$ cat src/rtl/uart_rx_frame_parser.sv
// Pops bytes from the UART RX FIFO and parses SOF / LEN / payload frames, streaming payload on valid/ready.
// Defining PARSER_CHECKSUM_EN adds a trailing XOR checksum byte (over LEN and payload) to each frame.
module uart_rx_frame_parser #(
    parameter logic [7:0] SOF_BYTE       = 8'hA5,
    parameter int         MAX_LEN        = 16,
    parameter int         TIMEOUT_CYCLES = 500_000
) (
    input  logic       i_clk,
    input  logic       i_reset,
    input  logic       i_rx_empty,
    input  logic [7:0] i_rx_data,
    output logic       o_rx_read,
    output logic [7:0] o_pl_data,
    output logic       o_pl_valid,
    output logic       o_pl_last,
    input  logic       i_pl_ready,
    output logic       o_frame_ok,
    output logic       o_frame_err,
    output logic [1:0] o_err_code
);
    localparam int              CW        = $clog2(MAX_LEN + 1);
    localparam int              TW        = $clog2(TIMEOUT_CYCLES);
    localparam logic [7:0]      MAX_LEN_B = 8'(MAX_LEN);
    localparam logic [TW-1:0]   TMO_LAST  = TW'(TIMEOUT_CYCLES - 1);

`ifdef PARSER_CHECKSUM_EN
    typedef enum logic [1:0] {S_HUNT, S_LEN, S_PAYLOAD, S_CSUM} state_t;
`else
    typedef enum logic [1:0] {S_HUNT, S_LEN, S_PAYLOAD} state_t;
`endif

    state_t          r_state;
    logic            r_rd_pend;
    logic [7:0]      r_pl_data;
    logic            r_pl_valid;
    logic            r_pl_last;
    logic            r_frame_ok;
    logic            r_frame_err;
    logic [1:0]      r_err_code;
    logic [CW-1:0]   r_len;
    logic [CW-1:0]   r_cnt;
    logic [TW-1:0]   r_tmo;
`ifdef PARSER_CHECKSUM_EN
    logic [7:0]      r_csum;
`endif

    logic w_allowed;
    logic w_tmo_hit;
    logic w_hs;
    logic w_fetch;

    assign w_hs      = r_pl_valid && i_pl_ready;
    assign w_allowed = (r_state != S_PAYLOAD) || !r_pl_valid;
    // The timeout cycle aborts the frame, so no new pop is started in it.
    assign w_tmo_hit = (r_state != S_HUNT) && !r_rd_pend && !r_pl_valid && (r_tmo == TMO_LAST);
    assign w_fetch   = !i_reset && !i_rx_empty && !r_rd_pend && w_allowed && !w_tmo_hit;

    assign o_rx_read   = w_fetch;
    assign o_pl_data   = r_pl_data;
    assign o_pl_valid  = r_pl_valid;
    assign o_pl_last   = r_pl_last;
    assign o_frame_ok  = r_frame_ok;
    assign o_frame_err = r_frame_err;
    assign o_err_code  = r_err_code;

    always_ff @(posedge i_clk) begin
        if (i_reset) begin
            r_state     <= S_HUNT;
            r_rd_pend   <= 1'b0;
            r_pl_data   <= 8'd0;
            r_pl_valid  <= 1'b0;
            r_pl_last   <= 1'b0;
            r_frame_ok  <= 1'b0;
            r_frame_err <= 1'b0;
            r_err_code  <= 2'd0;
            r_len       <= '0;
            r_cnt       <= '0;
            r_tmo       <= '0;
`ifdef PARSER_CHECKSUM_EN
            r_csum      <= 8'd0;
`endif
        end else begin
            r_rd_pend   <= w_fetch;
            r_frame_ok  <= 1'b0;
            r_frame_err <= 1'b0;
            r_err_code  <= 2'd0;

            if (w_hs) begin
                r_pl_valid <= 1'b0;
                r_pl_last  <= 1'b0;
                if (r_pl_last) begin
`ifdef PARSER_CHECKSUM_EN
                    r_state <= S_CSUM;
`else
                    r_frame_ok <= 1'b1;
                    r_state    <= S_HUNT;
`endif
                end
            end

            // Downstream stalls freeze the counter; only a starved FIFO counts.
            if (r_state == S_HUNT || r_rd_pend) begin
                r_tmo <= '0;
            end else if (!r_pl_valid) begin
                if (w_tmo_hit) begin
                    r_tmo       <= '0;
                    r_frame_err <= 1'b1;
                    r_err_code  <= 2'd3;
                    r_state     <= S_HUNT;
                end else begin
                    r_tmo <= r_tmo + 1'b1;
                end
            end

            if (r_rd_pend) begin
                case (r_state)
                    S_HUNT: begin
                        if (i_rx_data == SOF_BYTE) r_state <= S_LEN;
                    end
                    S_LEN: begin
                        if (i_rx_data == 8'd0 || i_rx_data > MAX_LEN_B) begin
                            r_frame_err <= 1'b1;
                            r_err_code  <= 2'd1;
                            r_state     <= S_HUNT;
                        end else begin
                            r_len   <= i_rx_data[CW-1:0];
                            r_cnt   <= '0;
                            r_state <= S_PAYLOAD;
`ifdef PARSER_CHECKSUM_EN
                            r_csum  <= i_rx_data;
`endif
                        end
                    end
                    S_PAYLOAD: begin
                        r_pl_data  <= i_rx_data;
                        r_pl_valid <= 1'b1;
                        r_pl_last  <= (r_cnt + 1'b1 == r_len);
                        r_cnt      <= r_cnt + 1'b1;
`ifdef PARSER_CHECKSUM_EN
                        r_csum     <= r_csum ^ i_rx_data;
`endif
                    end
`ifdef PARSER_CHECKSUM_EN
                    S_CSUM: begin
                        if (i_rx_data == r_csum) begin
                            r_frame_ok <= 1'b1;
                        end else begin
                            r_frame_err <= 1'b1;
                            r_err_code  <= 2'd2;
                        end
                        r_state <= S_HUNT;
                    end
`endif
                    default: r_state <= S_HUNT;
                endcase
            end
        end
    end
endmodule
$ cat config.mk
export PLATFORM = sky130hd
export DESIGN_NAME = uart_rx_frame_parser
export DESIGN_NICKNAME = d
export VERILOG_FILES = /design/src/rtl/uart_rx_frame_parser.sv
export SDC_FILE = /design/constraint.sdc
export NUM_CORES = 1
export LEC_CHECK = 0
export CORE_MARGIN = 2
export CORE_UTILIZATION = 46
export DETAILED_ROUTE_END_ITERATION = 16
export PLACE_DENSITY = 0.72
export SLEW_MARGIN = 20
export SYNTH_ARGS = -nofsm -noshare
export SYNTH_HDL_FRONTEND = slang
export SYNTH_SLANG_ARGS = --single-unit
$ cat constraint.sdc
create_clock -name i_clk -period 2.8 [get_ports i_clk]
set_input_delay 0.28 -clock i_clk [delete_from_list [all_inputs] [get_ports i_clk]]
set_output_delay 0.28 -clock i_clk [all_outputs]
set_load 0.01 [all_outputs]
==> run summary, run 1 <==
Post-layout net count - 295
Final Cycle Share - 94.4%
CP Launch Type - flip-flop
Port buffer count - 26
Mapped Cells - 255
Top cells by area, synth - dfxtp_1, nand2_1, xnor2_1, nor2_1, a21oi_1
Vias/cell - 5.60
Most frequent cells after synthesis - dfxtp_1, nand2_1, nor2_1
Yosys warns - 0
Clk slew on worst S/H paths - 0.07 ns
# diodes - 0
Global route overflow - 0
Starting density of the core - 46.8%
1st-iter DRT viols - 101
Hold Crit Class - flip-flop to flip-flop
EDFF count, synth - 0
Most common flop cell mapped by yosys - dfxtp_1
Mapped Area - 0.00218 sq mm
Initial antenna violation count - 0
PnR worst setup slack - 0.158 ns
Total core area - 0.00466 sq mm
Critical Path Start - r_tmo[9]
Met2 global-route usage - 32.4%
Post-synthesis net count - 269
Worst clock skew - 0.00878 ns
Worst EP arrival - 2.36 ns
Final routed DRC violation total - 0
Routed vias - 1875
Finished Core Util - 55.1%
Area leader, netlist - dfxtp_1
First-pass GRT wire length - 7920 um
WL per Instance - 13.6 um
Maximum vdd drop - 0.281 mV
Syn Area/Cell - 8.56 sq um
Post-CTS Setup Inserts - 0
FILL cells - 446
Ports - 27
Distinct cells, synth - 50
Gpl congestion - 0.767
GRT Total Usage - 19.0%
Sequential standard cell area - 902 sq um
Area of the multi-input gates - 0.00119 sq mm
CTS root buf - clkbuf_8
Largest net degree at the start of global routing - 20
RSZ-0062 raised after global routing - false
Met1 GRT Util - 23.3%
Layout area overhead - 17.7%
Num CTS Buffers - 5
Clk buf depth - 2
Final Hold Viols - 0
Worst r2r src - r_tmo[9]
Number of buffers inserted by hold repair at cts - 0
Share of cells above drive strength 1 - 7.83%
Pwr dens - 426 mW/mm^2
Most instantiated library cell after synthesis - dfxtp_1
Die height - 72.9 um
Critical Path Sink Type - primary output
WHS - 0.458 ns
Post-synthesis sequential area ratio - 41.3%
Clk_lat worst skew - 0.29 ns
CP Max Fanout - 5
Post_cts resized - 2
Synth top area share - 41.3%
Leak - 0.804 nW
FP Rows - 25
Setup violations, final - 0
HP Start - o_pl_data[7]
Pre-antenna DRT Iters - 4
Outcome - finished, final reports clean
HPWL Detailed - 3300 um
Htree depth - 2
Total clock sinks - 45
Total wire length - 4560 um
Vias in the first global route - 1802
Most used routing layer - met2
CTS tree - done
Peak Freq - 379 MHz
#FFs+latches synth - 45
Post-synth ARST share - 0%
Slew headroom - 64.0%
Worst-Margin Slew - 0.535 ns
Die area - 0.00531 sq mm
DRT antenna net count - 0
CP Data Required Time - 2.52 ns
Number of max-cap violations - 0
Routing usage on met3 - 4.56%
R2r setup slk - 0.61 ns
Final Critical Period - 2.64 ns
Worst Path Class, Setup - flip-flop to primary output
Final setup TNS - 0 ns
Die width - 72.9 um
Dpl ws - 0.247 ns
Fin. max-slew vios - 0
[flip-flops by register name, summed over array words and instances (netlist names)]
signal / count
o_err_code: 2
o_frame_ok: 1
o_pl_data: 8
o_pl_last: 1
o_pl_valid: 1
r_cnt: 5
r_len: 5
r_rd_pend: 1
r_state: 2
r_tmo: 19
[metrics by stage]
step | power (mW) | instance area (sq um) | cells
2_1_floorplan | 0.684 | 2180 | 255
3_3_place_gp | 0.711 | 2480 | 328
3_5_place_dp | 0.711 | 2480 | 328
4_1_cts | 1.11 | 2570 | 335
5_1_grt | 1.14 | 2570 | 335
6_report | 1.10 | 2570 | 335
[worst max-delay path, stage by stage, from the launching register on]
cell,delay [ns]
dfxtp_1,0.35
or4b_1,0.51
or4_4,0.53
nor4_4,0.31
nor2_1,0.08
dlygate4sd2_1,0.29
[where the power goes]
| group | internal, mW | leakage (nW) | switching [mW] | total (mW) |
|---|---|---|---|---|
| clock network | 0.196 | 0.0443 | 0.204 | 0.400 |
| registers | 0.642 | 0.363 | 0.00698 | 0.649 |
| logic | 0.0241 | 0.396 | 0.0223 | 0.0464 |
| total | 0.862 | 0.804 | 0.233 | 1.10 |
[routing by layer]
layer / up-vias / routed length [um]
li1: 965 / -
met1: 868 / 2160
met2: 35 / 2200
met3: 7 / 152
met4: 0 / 55
met5: - / 0
[layout by cell type, fill, tap and decap left out, drive strengths merged, types with 2 or more instances in the layout]
cell	netlist	layout
dfxtp	45	45
nand2	38	38
clkdlybuf4s50	0	25
nor2	23	23
nand3	15	15
a21oi	15	15
xnor2	15	15
nor3	11	11
o21ai	8	8
nor4	8	8
clkbuf	9	7
mux2i	6	6
nand4	6	6
buf	3	6
xor2	5	5
nand4b	4	4
nand3b	3	3
inv	3	3
or2	3	3
or4	3	3
and4b	3	3
nor4b	2	2
a41oi	2	2
a2111oi	2	2
o41ai	2	2
nand4bb	2	2
o31ai	2	2
nor2b	2	2
ha	2	2
[layout make-up]
cell class	count	share of cell area [%]
Multi-Input combinational cell	193	46.4
Sequential cell	45	35.1
Timing Repair Buffer	32	11.8
Clock buffer	7	3.36
Tap cell	54	2.63
Inverter	4	0.585
[final timing paths]
kind	endpoint	depth (start not counted)
max reg2reg	r_tmo[9]	5
max	o_rx_read	5
min	o_pl_data[7]	2
min reg2reg	o_pl_data[7]	2
[cell families (layout without fill, tap and decap cells)]
logic type / count (synthesis) / after routing / synth area share, %
adder cells (fa/ha/maj): 2 / 2 / 1.15
buffers and inverters: 17 / 43 / 4.07
XOR/XNOR: 20 / 20 / 8.03
multiplexers: 6 / 6 / 2.75
flip-flops: 45 / 45 / 41.3
AND/OR/NAND/NOR: 129 / 129 / 32.4
AO/OA/AOI/OAI: 36 / 36 / 10.3
(Power assumes the default switching activity.)
==> inputs of run 2 (changes only) <==
CORE_ASPECT_RATIO = 1.75   (was default)
CORE_MARGIN = 4   (was 2)
==> run summary, run 2 (synthesis gave the netlist of run 1 again) <==
Worst clock skew - 0.00839 ns (-0.000382 ns)
Ports - 27 (unchanged)
WHS Path Cells - 2 (unchanged)
Die height - 99.1 um (+36%)
Most frequent cells in the layout - dfxtp_1, nand2_1, clkdlybuf4s50_1, nor2_1
Max reg flops - 19 (unchanged)
CTS tree - done
HPWL Detailed - 3700 um (+12%)
Largest net degree at the start of global routing - 20 (unchanged)
CP Data Required Time - 2.52 ns (about the same)
Fin. max-slew vios - 0 (unchanged)
Global route overflow - 0 (unchanged)
Comb power frac - 4.2% (about the same)
R2r setup slk - 0.66 ns (+0.05 ns)
Starting density of the core - 48.7% (+1.8 points)
Finished Core Util - 57.6% (+2.5 points)
# diodes - 0 (unchanged)
Post-CTS Setup Inserts - 0 (unchanged)
First-pass GRT wire length - 8140 um (+2.7%)
Switching power share of the total - 23.9% (+2.6 points)
Pwr dens - 429 mW/mm^2 (+0.59%)
P_sw - 0.265 mW (+14%)
WHS Endpoint - o_pl_data[4]
Clk_lat worst skew - 0.30 ns (about the same)
GRT Total Usage - 17.5% (-1.4 points)
Routed wl met3 - 158 um (+3.9%)
CP Launch Type - flip-flop
Final Critical Period - 2.54 ns (-0.106 ns)
HP Start - o_pl_data[4]
WL per Instance - 14.6 um (+7.2%)
Number of max-cap violations - 0 (unchanged)
Slew headroom - 63.5% (-0.52 points)
FP Rows - 32 (+28%)
Setup violations, final - 0 (unchanged)
Hold Crit Class - flip-flop to flip-flop
Final Hold Viols - 0 (unchanged)
Post-layout net count - 297 (+0.68%)
Clk slew on worst S/H paths - 0.09 ns (+0.02 ns)
Layout area overhead - 18.3%
Vias/cell - 5.67 (+1.3%)
Outcome - finished, final reports clean
Reg power frac - 58.6% (-0.7 points)
DR top layer - met4
Final Cycle Share - 90.6% (-3.8 points)
Fin area - 0.00258 sq mm (+0.59%)
Most common cell after layout, fill and taps aside - dfxtp_1
Leak - 0.815 nW (+1.4%)
Htree depth - 2 (unchanged)
R2R cell count - 5 (unchanged)
Worst-Margin Slew - 0.543 ns (+0.00770 ns)
Worst r2r src - r_tmo[9]
Die width - 60.1 um (-18%)
Worst r2r dst - r_tmo[15]
DRT antenna net count - 0 (unchanged)
Total core area - 0.00448 sq mm (-3.8%)
Pre-antenna DRT Iters - 4 (unchanged)
RSZ-0062 raised after global routing - false
Total power - 1.11 mW (+1.2%)
Post-DP Area - 0.00249 sq mm (+0.45%)
Routed vias - 1899 (+1.3%)
Share of cells above drive strength 1 - 9.15% (+1.3 points)
Final setup TNS - 0 ns (unchanged)
Critical Path Sink Type - primary output
Reg with most FFs - r_tmo
Dpl cells - 327 (-0.30%)
Num CTS Buffers - 5 (unchanged)
Final routed DRC violation total - 0 (unchanged)
Met2 WL - 2670 um (+22%)
Clk buf depth - 2 (unchanged)
Total clock sinks - 45 (unchanged)
CTS root buf - clkbuf_8
Peak Freq - 394 MHz (+4.2%)
Internal power - 0.843 mW (-2.2%)
Number of buffers inserted by hold repair at cts - 0 (unchanged)
Maximum vdd drop - 0.384 mV (+37%)
Vias in the first global route - 1817 (+0.83%)
Final std cells w/o fill - 335 (unchanged)
Die area - 0.00595 sq mm (+12%)
Clock share of power - 37.2% (+0.7 points)
1st-iter DRT viols - 25 (-75%)
Gpl congestion - 0.818 (+6.6%)
CP Max Fanout - 5 (unchanged)
Port buffer count - 26 (unchanged)
Total wire length - 4890 um (+7.2%)
Worst EP arrival - 2.26 ns (-0.10 ns)
Initial antenna violation count - 0 (unchanged)
Worst Path Class, Setup - flip-flop to primary output
M1 WL - 1940 um (-10%)
[run 2: cell types whose count changed in the layout (fill, tap and decap cells not counted), sizes merged]
cell / previous run / this run
buf: 6 / 8
clkbuf: 7 / 5
clkinv: 1 / 2
clkinvlp: 0 / 1
inv: 3 / 4
[run 2: how the worst max path moves through the flow]
stage,startpoint,end,slack (ns),cells past startpoint
after floorplan,r_tmo[9],o_rx_read,0.67,4
after global placement,r_tmo[8],o_rx_read,0.25,5
after detailed placement,r_tmo[8],o_rx_read,0.24,5
after CTS,r_tmo[9],o_rx_read,0.11,5
after global routing,r_tmo[9],o_rx_read,0.13,5
final,r_tmo[9],o_rx_read,0.26,5
[run 2: cell type report]
| type | instances | area [sq um] |
|---|---|---|
| clock inverters | 3 | 21.3 |
| flip-flops and latches | 45 | 902 |
| repair buffers | 34 | 319 |
| well taps | 51 | 63.8 |
| multi-input cells | 193 | 1190 |
| clock buffers | 5 | 68.8 |
| inverters | 4 | 15.0 |
| fillers | 440 | 1900 |
[run 2: through the flow]
step	setup WS, ns	hold WS [ns]
after floorplan	0.671	0.416
after global placement	0.252	0.443
after detailed placement	0.240	0.451
after CTS	0.110	0.463
after global routing	0.129	0.478
final	0.264	0.458
[run 2: timing repair]
action | in CTS | in global routing
pin swaps | 0 | 1
gates resized for setup | 2 | 0
setup endpoints to repair | 1 | 1
[run 2: layer usage]
layer	vias to the layer above	GRT usage (%)
met3	14	4.03
met4	0	6.14
li1	967	-
met1	879	18.3
met5	-	0
met2	39	32.6
[run 2: worst max-delay path: stages, from the launching register on]
cell           delay, ns
dfxtp_1             0.36
or4b_1              0.51
or4_4               0.53
nor4_4              0.18
nor2_1              0.09
dlygate4sd2_1       0.29
[run 2: power groups by stage]
stage	registers (mW)	logic, mW	clock network (mW)
after floorplan	0.658	0.0258	0
after CTS	0.649	0.0476	0.423
after global placement	0.664	0.0475	0
after global routing	0.650	0.0521	0.443
final	0.649	0.0470	0.412
after detailed placement	0.664	0.0480	0
